$ cat src/rtl/mem_arbiter.sv
// Two-port round-robin arbiter in front of the single-port nibble memory.
// Grants are combinational, the memory command is registered, read data returns after 1+RD_LAT cycles.
module mem_arbiter #(
    parameter int AW     = 12,
    parameter int DW     = 4,
    parameter int RD_LAT = 1
) (
    input  logic          clk,
    input  logic          reset_n,
    input  logic          req0,
    input  logic          req1,
    input  logic          we0,
    input  logic          we1,
    input  logic [AW-1:0] addr0,
    input  logic [AW-1:0] addr1,
    input  logic [DW-1:0] wdata0,
    input  logic [DW-1:0] wdata1,
    output logic          gnt0,
    output logic          gnt1,
    output logic          rvalid0,
    output logic          rvalid1,
    output logic [DW-1:0] rdata,
    output logic          busy,
    output logic          mem_we,
    output logic [AW-1:0] mem_addr,
    output logic [DW-1:0] mem_din,
    input  logic [DW-1:0] mem_dout
);

    logic              last;
    logic [RD_LAT:0]   tag_vld;
    logic [RD_LAT:0]   tag_id;
    logic [DW-1:0]     rdata_q;
    logic              rd_push;

    // Contention goes to the requester that did not win last time.
    always_comb begin
        gnt0 = 1'b0;
        gnt1 = 1'b0;
        if (reset_n) begin
            if (req0 && (!req1 || last))
                gnt0 = 1'b1;
            else if (req1)
                gnt1 = 1'b1;
        end
    end

    assign rd_push = (gnt0 && !we0) || (gnt1 && !we1);

    always_ff @(posedge clk or negedge reset_n) begin
        if (!reset_n) begin
            last     <= 1'b1;
            mem_we   <= 1'b0;
            mem_addr <= '0;
            mem_din  <= '0;
            tag_vld  <= '0;
            tag_id   <= '0;
            rdata_q  <= '0;
        end else begin
            mem_we <= 1'b0;
            if (gnt0) begin
                last     <= 1'b0;
                mem_we   <= we0;
                mem_addr <= addr0;
                mem_din  <= wdata0;
            end else if (gnt1) begin
                last     <= 1'b1;
                mem_we   <= we1;
                mem_addr <= addr1;
                mem_din  <= wdata1;
            end

            // Stage k of the tag pipeline lines up with the memory k cycles after issue.
            tag_vld[0] <= rd_push;
            tag_id[0]  <= gnt1;
            for (int i = 1; i <= RD_LAT; i++) begin
                tag_vld[i] <= tag_vld[i-1];
                tag_id[i]  <= tag_id[i-1];
            end

            if (tag_vld[RD_LAT])
                rdata_q <= mem_dout;
        end
    end

    assign rvalid0 = tag_vld[RD_LAT] && !tag_id[RD_LAT];
    assign rvalid1 = tag_vld[RD_LAT] &&  tag_id[RD_LAT];
    assign rdata   = tag_vld[RD_LAT] ? mem_dout : rdata_q;
    assign busy    = |tag_vld;

endmodule

$ cat config.mk
export PLATFORM = sky130hd
export DESIGN_NAME = mem_arbiter
export DESIGN_NICKNAME = d
export VERILOG_FILES = /design/src/rtl/mem_arbiter.sv
export SDC_FILE = /design/constraint.sdc
export NUM_CORES = 1
export LEC_CHECK = 0
export CORE_ASPECT_RATIO = 0.75
export CORE_UTILIZATION = 35
export CTS_BUF_LIST = sky130_fd_sc_hd__clkbuf_4 sky130_fd_sc_hd__clkbuf_8
export CTS_CLUSTER_SIZE = 30
export DETAILED_ROUTE_END_ITERATION = 7
export PLACE_DENSITY_LB_ADDON = 0.15
export SYNTH_ARGS = -nofsm -noshare
export SYNTH_HDL_FRONTEND = slang
export SYNTH_SLANG_ARGS = --single-unit
$ cat constraint.sdc
create_clock -name clk -period 1.6 [get_ports clk]
set_input_delay 0.24 -clock clk [delete_from_list [all_inputs] [get_ports clk]]
set_output_delay 0.24 -clock clk [all_outputs]
set_load 0.05 [all_outputs]
# Word-level counts from Yosys, hierarchy flattened
# Index checks and enable logic that the tools add are counted.
# W data, S select, Z words.
# classes
muxes	14
reduce_logical	13
# ops
op	n
$mux W12	2
$mux W4	3
$mux W1	9
$logic_and A1 B1 Y1	5
$logic_not A1 Y1	4
$logic_or A1 B1 Y1	2
$reduce_bool A2 Y1	1
$reduce_or A2 Y1	1
# totals
ff_bits	26
input_bits	42

# Logic depth before layout (Yosys ltp)
# Gate-level depths: netlist (run 1).
# depth
word_depth	7
depth_mapped	4
depth_no_buf	3

# Least setup slack after synthesis (run 1)
# OpenSTA, ideal clock, no wires.
# synth_path
path_type	register to output
startpoint	register last
endpoint	output port gnt0
arrival_ns	1.454
path_slack_ns	-0.094
stages_incl_launch_ff	5
path_buffers	1
cell_sequence	dfstp_2 nand2b_2 nand3_1 buf_6 inv_1
# synth_between
elab_chain_cells	4
# synth_lines
element	line_no	source
start: declaration	30	logic last;
start signal: assignment	52	last <= 1'b1;
start signal: assignment	62	last <= 1'b0;
start signal: assignment	67	last <= 1'b1;
$logic_or A1 B1 Y1	41	if (req0 && (!req1 || last))
$logic_and A1 B1 Y1	41	
$mux W1	41	
$mux W1	40	if (reset_n) begin
end: declaration	18	output logic gnt0,
# Every way passes these cells.

# Final worst setup path (run 1)
# layout_path
startpoint	input port req0
endpoint	output port gnt1
# layout_between
elab_chain_cells	3
# layout_lines
element	line_no	source
start: declaration	10	input logic req0,
$logic_and A1 B1 Y1	41	
$mux W1	41	
$mux W1	40	
end: declaration	19	output logic gnt1,
# Every way passes these cells.

==> results by group, run 1 <==
Final layout
  • # diodes: 0
  • Layout filler cell count: 246
  • Nets: 208
  • Commonest non-fill, non-tap cell in the layout: clkdlybuf4s50_1
  • Area Overhead vs Synth: 78.6%
  • Layout cells sized above 1: 0.539
  • Most frequent cells in the layout: clkdlybuf4s50_1, buf_4, dfrtp_1

Synthesis
  • Warnings from Yosys: 0
  • Unique masters post-synth: 17
  • Post-synthesis sequential area ratio: 0.522
  • Synth Net Count: 123
  • Synthesized area: 1250 um2
  • Mean Syn Cell Area: 15.4 um2
  • Synth Register Bits: 26
  • Post-synthesis cell count: 81

STA
  • Final Skew: 2.18 ps
  • Unrepaired setup endpoints after global routing: false
  • Hold_ws: 227 ps
  • Fin. max-slew vios: 0
  • Final hold violation count: 0
  • # setup viols final: 0
  • Final Cycle Share: 0.958
  • Max Clk Rate: 652 MHz
  • TNS Setup: 0 ps
  • Relative slew slack: 0.822
  • Final min period: 1530 ps
  • Slew @ Worst Pin: 267 ps

Global route
  • GR Overflow Total: 0
  • Initial antenna violation count: 0
  • Largest net degree at the start of global routing: 20
  • First-pass GRT wire length: 4.53 mm
  • Vias in the first global route: 1026
  • Gr usage total: 0.160

Floorplanning
  • Rows: 18
  • Initial Util: 0.372
  • Die width: 71.0 um
  • I/O Pins: 68
  • Core Box Area: 3360 um2
  • Die height: 53.8 um
  • Die area: 3820 um2

Detailed routing
  • Drt first-iter violations: 30
  • WL final: 2.94 mm
  • Routed length per instance: 14.3 um
  • Via density: 4.63
  • Post-route ant nets: 0
  • Total number of vias: 950
  • # DRC: 3
  • DRT Pass-1 Iters: 6

Clocking
  • Skew-Pair Late Insertion Delay: 270 ps
  • CTS H-tree depth: 1
  • CTS buffer count: 3
  • CTS tree: yes
  • Hold_buf cts: 0
  • Worst-path clk slew: 80 ps
  • Max clock buf depth: 2
  • Root buf cell: clkbuf_8
  • Clk sink count: 26

Critical path
  • CP Class: in2out
  • R2R cell count: 5
  • R2R Path Start: last$_DFFE_PN1P_
  • Crit path max fanout: 5
  • Crit path DAT: 1290 ps
  • Crit. Startpoint: req0
  • Req. time, crit path: 1360 ps
  • Reg2reg setup slack: 110 ps
  • Critical Path Source Type: input pin
  • Reg2reg end: mem_addr[6]$_DFFE_PN0P_
  • Crit. End Element: primary output

Power and ir drop
  • Static Leak: 0.00104 uW
  • Peak supply drop: 0.565 mV
  • P per Cell Area: 1110 nW/um2
  • Total power: 2470 uW

Outcome
  • Failing checks: DRC
  • Status: finished, violations left

Min path
  • Min-delay worst type: in2async

Placement
  • DP HPWL: 2.33 mm
  • I/O Buffers: 67
  • RD Place Congestion: 0.692

Run
  • Max Cap Viol: 0
==> worst max-delay path, stage by stage <==
cell	delay [ps]
clkdlybuf4s50_1	480
buf_4	190
a21oi_2	220
buf_12	170
==> layer usage <==
metal  wire length, um  track usage
met1              1200        0.171
met2              1530        0.314
met5                 0            0
met4                13       0.0367
met3               196       0.0543
==> final cells by class <==
class                   count  area, um2  area share
clock buffers               3       41.3      0.0185
clock inverters             1       30.0      0.0135
inverters                   1       7.51     0.00336
multi-input cells          52        593       0.266
flip-flops and latches     26        653       0.293
well taps                  40       50.0      0.0224
repair buffers             82        857       0.384
==> flip-flops by register name (all words and copies together) (netlist names) <==
| register | cells |
|---|---|
| tag_vld | 2 |
| mem_addr | 12 |
| rdata_q | 4 |
| tag_id | 2 |
| mem_din | 4 |
| mem_we | 1 |
| last | 1 |
==> stage by stage <==
| step | util | area [um2] | instances | worst slack (ps) |
|---|---|---|---|---|
| floorplan | - | 1250 | 81 | 26.2 |
| global placement | 0.634 | 2130 | 198 | -189 |
| detailed placement | 0.634 | 2130 | 198 | -215 |
| CTS | 0.670 | 2250 | 206 | -24.9 |
| global route | 0.665 | 2230 | 205 | 19.5 |
| finish | 0.665 | 2230 | 205 | 66.8 |
==> synth_stat cells (all sizes together) <==
cell / number / area share
mux2: 36 / 0.38
dfrtp: 25 / 0.50
or2: 1 / 0.0050
a21oi: 2 / 0.0080
dfstp: 1 / 0.021
nand2b: 1 / 0.0070
nand2: 2 / 0.0080
buf: 2 / 0.018
inv: 1 / 0.0030
nand3b: 2 / 0.012
and2: 1 / 0.0050
nand3: 3 / 0.012
a21boi: 2 / 0.012
nor2b: 1 / 0.0050
a31oi: 1 / 0.0050
==> cell families after synthesis <==
group	count (synthesis)	synth area share
flops	26	0.522
simple gates	11	0.0541
compound gates	5	0.0250
mux	36	0.378
buf+inv	3	0.0210
==> worst max-delay path by stage <==
| stage | slack (ps) | endpoint | cells past startpoint |
|---|---|---|---|
| 6_report | 70 | gnt1 | 4 |
| 5_1_grt | 20 | gnt0 | 4 |
| 4_1_cts | -20 | gnt0 | 5 |
| 3_5_place_dp | -210 | mem_addr[9]$_DFFE_PN0P_ | 5 |
| 3_3_place_gp | -190 | mem_addr[5]$_DFFE_PN0P_ | 5 |
| 2_1_floorplan | 30 | gnt0 | 4 |
==> power breakdown <==
| group | switching [uW] | internal, uW | total [uW] |
|---|---|---|---|
| Combinational | 583 | 538 | 1120 |
| Sequential | 53.9 | 769 | 822 |
| Clock | 196 | 335 | 530 |
| Total | 832 | 1640 | 2470 |
==> repair_timing <==
action,4_1_cts,5_1_grt
endpoints found under the setup margin,2,4
buffers inserted,4,0
resized for setup,5,2
cloned,0,0
Power figures use the tool's default switching activity.
==> run 2, diff against run 1 <==
--- a/config.mk
+++ b/config.mk
@@ -5,6 +5,7 @@
 export SDC_FILE = /design/constraint.sdc
 export NUM_CORES = 1
 export LEC_CHECK = 0
+export ABC_AREA = 0
 export CORE_ASPECT_RATIO = 0.75
 export CORE_UTILIZATION = 35
 export CTS_BUF_LIST = sky130_fd_sc_hd__clkbuf_4 sky130_fd_sc_hd__clkbuf_8
==> results of run 2 <==
The final DEF is identical to that of run 1; final timing and power are the same.
==> run 3, diff against run 2 <==
--- a/config.mk
+++ b/config.mk
@@ -7,11 +7,13 @@
 export LEC_CHECK = 0
 export ABC_AREA = 0
 export CORE_ASPECT_RATIO = 0.75
+export CORE_MARGIN = 4
 export CORE_UTILIZATION = 35
 export CTS_BUF_LIST = sky130_fd_sc_hd__clkbuf_4 sky130_fd_sc_hd__clkbuf_8
 export CTS_CLUSTER_SIZE = 30
 export DETAILED_ROUTE_END_ITERATION = 7
 export PLACE_DENSITY_LB_ADDON = 0.15
+export SLEW_MARGIN = 10
 export SYNTH_ARGS = -nofsm -noshare
 export SYNTH_HDL_FRONTEND = slang
 export SYNTH_SLANG_ARGS = --single-unit
==> run 3 against run 2 <==
Net effect:
- the flow now finishes without violations
- critical endpoint is now gnt0
- routed wire length grew 7.2%
- flip-flop and latch count is the same
- total power is 5.3% lower
- highest routed layer unchanged
- die area increased by 21%
==> results by group, run 3 (synthesis results as in run 1) <==
Final layout
  • Area occupied by registers: 653 um2 (unchanged)
  • Area Overhead vs Synth: 71.9%
  • # diodes: 0 (unchanged)
  • Nets: 203 (-2.4%)
  • Commonest non-fill, non-tap cell in the layout: clkdlybuf4s50_1
  • Layout filler cell count: 258 (+4.9%)
  • Layout cells sized above 1: 0.519 (-0.0206)
  • Largest register FFs: 12 (unchanged)
  • Largest Register: mem_addr
  • Regs by FF count: mem_addr: 12 flops, mem_din: 4 flops, rdata_q: 4 flops
  • Multi-input gate area: 589 um2 (-0.63%)
  • Final Non-Filler Cells: 200 (-2.4%)
  • Most frequent cells in the layout: clkdlybuf4s50_1, buf_4, dfrtp_1

Detailed routing
  • Post-route ant nets: 0 (unchanged)
  • Drt first-iter violations: 24 (-20%)
  • WL final: 3.15 mm (+7.2%)
  • Total number of vias: 963 (+1.4%)
  • # DRC: 0 (-3)
  • M1 wire length: 1.28 mm (+6.7%)
  • Routed length on met3: 301 um (+54%)
  • Routed length per instance: 15.8 um (+9.9%)
  • Highest metal used: met4
  • DRT Pass-1 Iters: 4 (-2)
  • DR WL met2: 1.56 mm (+2.0%)
  • Via density: 4.82 (+3.9%)

STA
  • Final hold violation count: 0 (unchanged)
  • Fin. max-slew vios: 0 (unchanged)
  • Final min period: 1580 ps (+42.9 ps)
  • Max Clk Rate: 634 MHz (-2.7%)
  • # setup viols final: 0 (unchanged)
  • Slew @ Worst Pin: 351 ps (+84.1 ps)
  • Final Cycle Share: 0.985 (+0.0268)
  • TNS Setup: 0 ps (unchanged)
  • Relative slew slack: 0.766 (-0.0561)
  • Final Skew: 0.974 ps (-1.21 ps)
  • Unrepaired setup endpoints after global routing: true

Critical path
  • Slowest-stage cell, CP: dfstp_2
  • Buffers & Inverters on Critical Path: 2 (-1)
  • Crit. End Element: primary output
  • Critical Path Source Type: flop
  • R2R cell count: 4 (-1)
  • CP peak stage delay: 560 ps (+80 ps)
  • Req. time, crit path: 1360 ps (about the same)
  • Reg2reg end: mem_addr[11]$_DFFE_PN0P_
  • CP Class: reg2out
  • Crit path DAT: 1340 ps (+50 ps)
  • Reg2reg setup slack: 150 ps (+40 ps)
  • Crit path max fanout: 4 (-1)
  • CP Cell Sequence: nand2b_4 -> nand3_4 -> clkinvlp_4 -> buf_12
  • Crit-path leading delay family: flip-flops
  • R2R Path Start: last$_DFFE_PN1P_

Floorplanning
  • Core Box Area: 3360 um2 (unchanged)
  • Die width: 77.0 um (+8.5%)
  • Rows: 18 (unchanged)
  • Die area: 4600 um2 (+21%)
  • Initial Util: 0.372 (unchanged)
  • I/O Pins: 68 (unchanged)
  • Die height: 59.8 um (+11%)

Clocking
  • CTS tree: yes
  • CTS H-tree depth: 1 (unchanged)
  • Skew-Pair Late Insertion Delay: 270 ps (about the same)
  • Worst-path clk slew: 90 ps (about the same)
  • Clk sink count: 26 (unchanged)
  • CTS buffer count: 3 (unchanged)
  • Max clock buf depth: 2 (unchanged)
  • Root buf cell: clkbuf_8

Power and ir drop
  • Sw Ratio: 0.357 (+0.0200)
  • Comb pwr share: 0.467 (+0.014)
  • Clock power share: 0.180 (-0.034)
  • Psw: 835 uW (+0.31%)
  • P per Cell Area: 1090 nW/um2 (-1.6%)
  • Peak supply drop: 0.765 mV (+35%)
  • Seq pwr share: 0.353 (+0.020)
  • Total power: 2340 uW (-5.3%)
  • Cell-internal power: 1510 uW (-8.1%)
  • Static Leak: 0.00100 uW (-3.8%)

Placement
  • DP HPWL: 2.44 mm (+4.9%)
  • RD Place Congestion: 0.777 (+12%)
  • Placed Instances: 195 (-1.5%)
  • I/O Buffers: 67 (unchanged)

Global route
  • Initial antenna violation count: 0 (unchanged)
  • Vias in the first global route: 1080 (+5.3%)
  • First-pass GRT wire length: 4.95 mm (+9.1%)
  • Largest net degree at the start of global routing: 30 (+50%)
  • Gr usage total: 0.139 (-0.0208)
  • GR Overflow Total: 0 (unchanged)

Run
  • Max Cap Viol: 0 (unchanged)

Outcome
  • Status: completed

Min path
  • Min-delay worst type: in2async
-- run 3: cell count changes in the layout (fill, tap and decap cells not counted) --
cell and delta:
a21oi_2 -1, clkdlybuf4s50_1 -1, bufinv_16 -1, a21oi_1 +1, buf_12 -2, buf_4 -3, dlygate4sd2_1 +1, clkbuf_8 +1
-- run 3: worst max path at each step --
stage / startpoint / endpoint / slack (ps) / cells after the start
after global placement: reset_n / mem_din[1]$_DFFE_PN0P_ / -130 / 5
final: last$_DFFE_PN1P_ / gnt0 / 20 / 4
after floorplan: last$_DFFE_PN1P_ / gnt0 / 30 / 4
after CTS: last$_DFFE_PN1P_ / gnt0 / -70 / 5
after global routing: last$_DFFE_PN1P_ / gnt0 / -50 / 4
after detailed placement: reset_n / mem_addr[2]$_DFFE_PN0P_ / -180 / 5
-- run 3: worst register-to-register path: stages, from the launching register on --
cell	delay [ps]
dfstp_2	560
nand2b_4	140
nand3_4	110
buf_4	210
mux2_4	310
-- run 3: what timing repair did --
item	in CTS	in global routing
resized for setup	5	2
setup buffers	1	1
setup endpoints to repair	2	6
gates cloned	0	0
hold buffers	0	0
hold endpoints to repair	0	0
-- run 3: power groups by stage --
| stage | combinational [uW] | clock (uW) | sequential (uW) |
|---|---|---|---|
| after floorplan | 383 | 0 | 1090 |
| after global placement | 1080 | 0 | 832 |
| after detailed placement | 1100 | 0 | 840 |
| after CTS | 1110 | 438 | 827 |
| after global routing | 1140 | 468 | 841 |
| final | 1090 | 422 | 826 |
-- run 3: layout make-up --
class / instances / share of cell area
multi-input combinational: 52 / 0.274
inverter: 1 / 0.00349
sequential: 26 / 0.304
clock buffer: 4 / 0.0256
tap: 40 / 0.0233
timing repair buffer: 77 / 0.369
-- run 3: per-layer routing --
metal | GRT usage | up-vias
met2 | 0.269 | 40
met4 | 0.0152 | 0
met5 | 0 | -
met1 | 0.147 | 476
li1 | - | 445
met3 | 0.0617 | 2
-- run 3: stage by stage --
stage | instance area, um2 | setup slack [ps] | utilization | hold WS, ps
2_1_floorplan | 1250 | 26.2 | - | -55.6
4_1_cts | 2160 | -69.9 | 0.643 | 136
5_1_grt | 2150 | -47.4 | 0.640 | 162
3_5_place_dp | 2080 | -178 | 0.620 | 344
6_report | 2150 | 23.9 | 0.640 | 145
3_3_place_gp | 2080 | -133 | 0.620 | 335
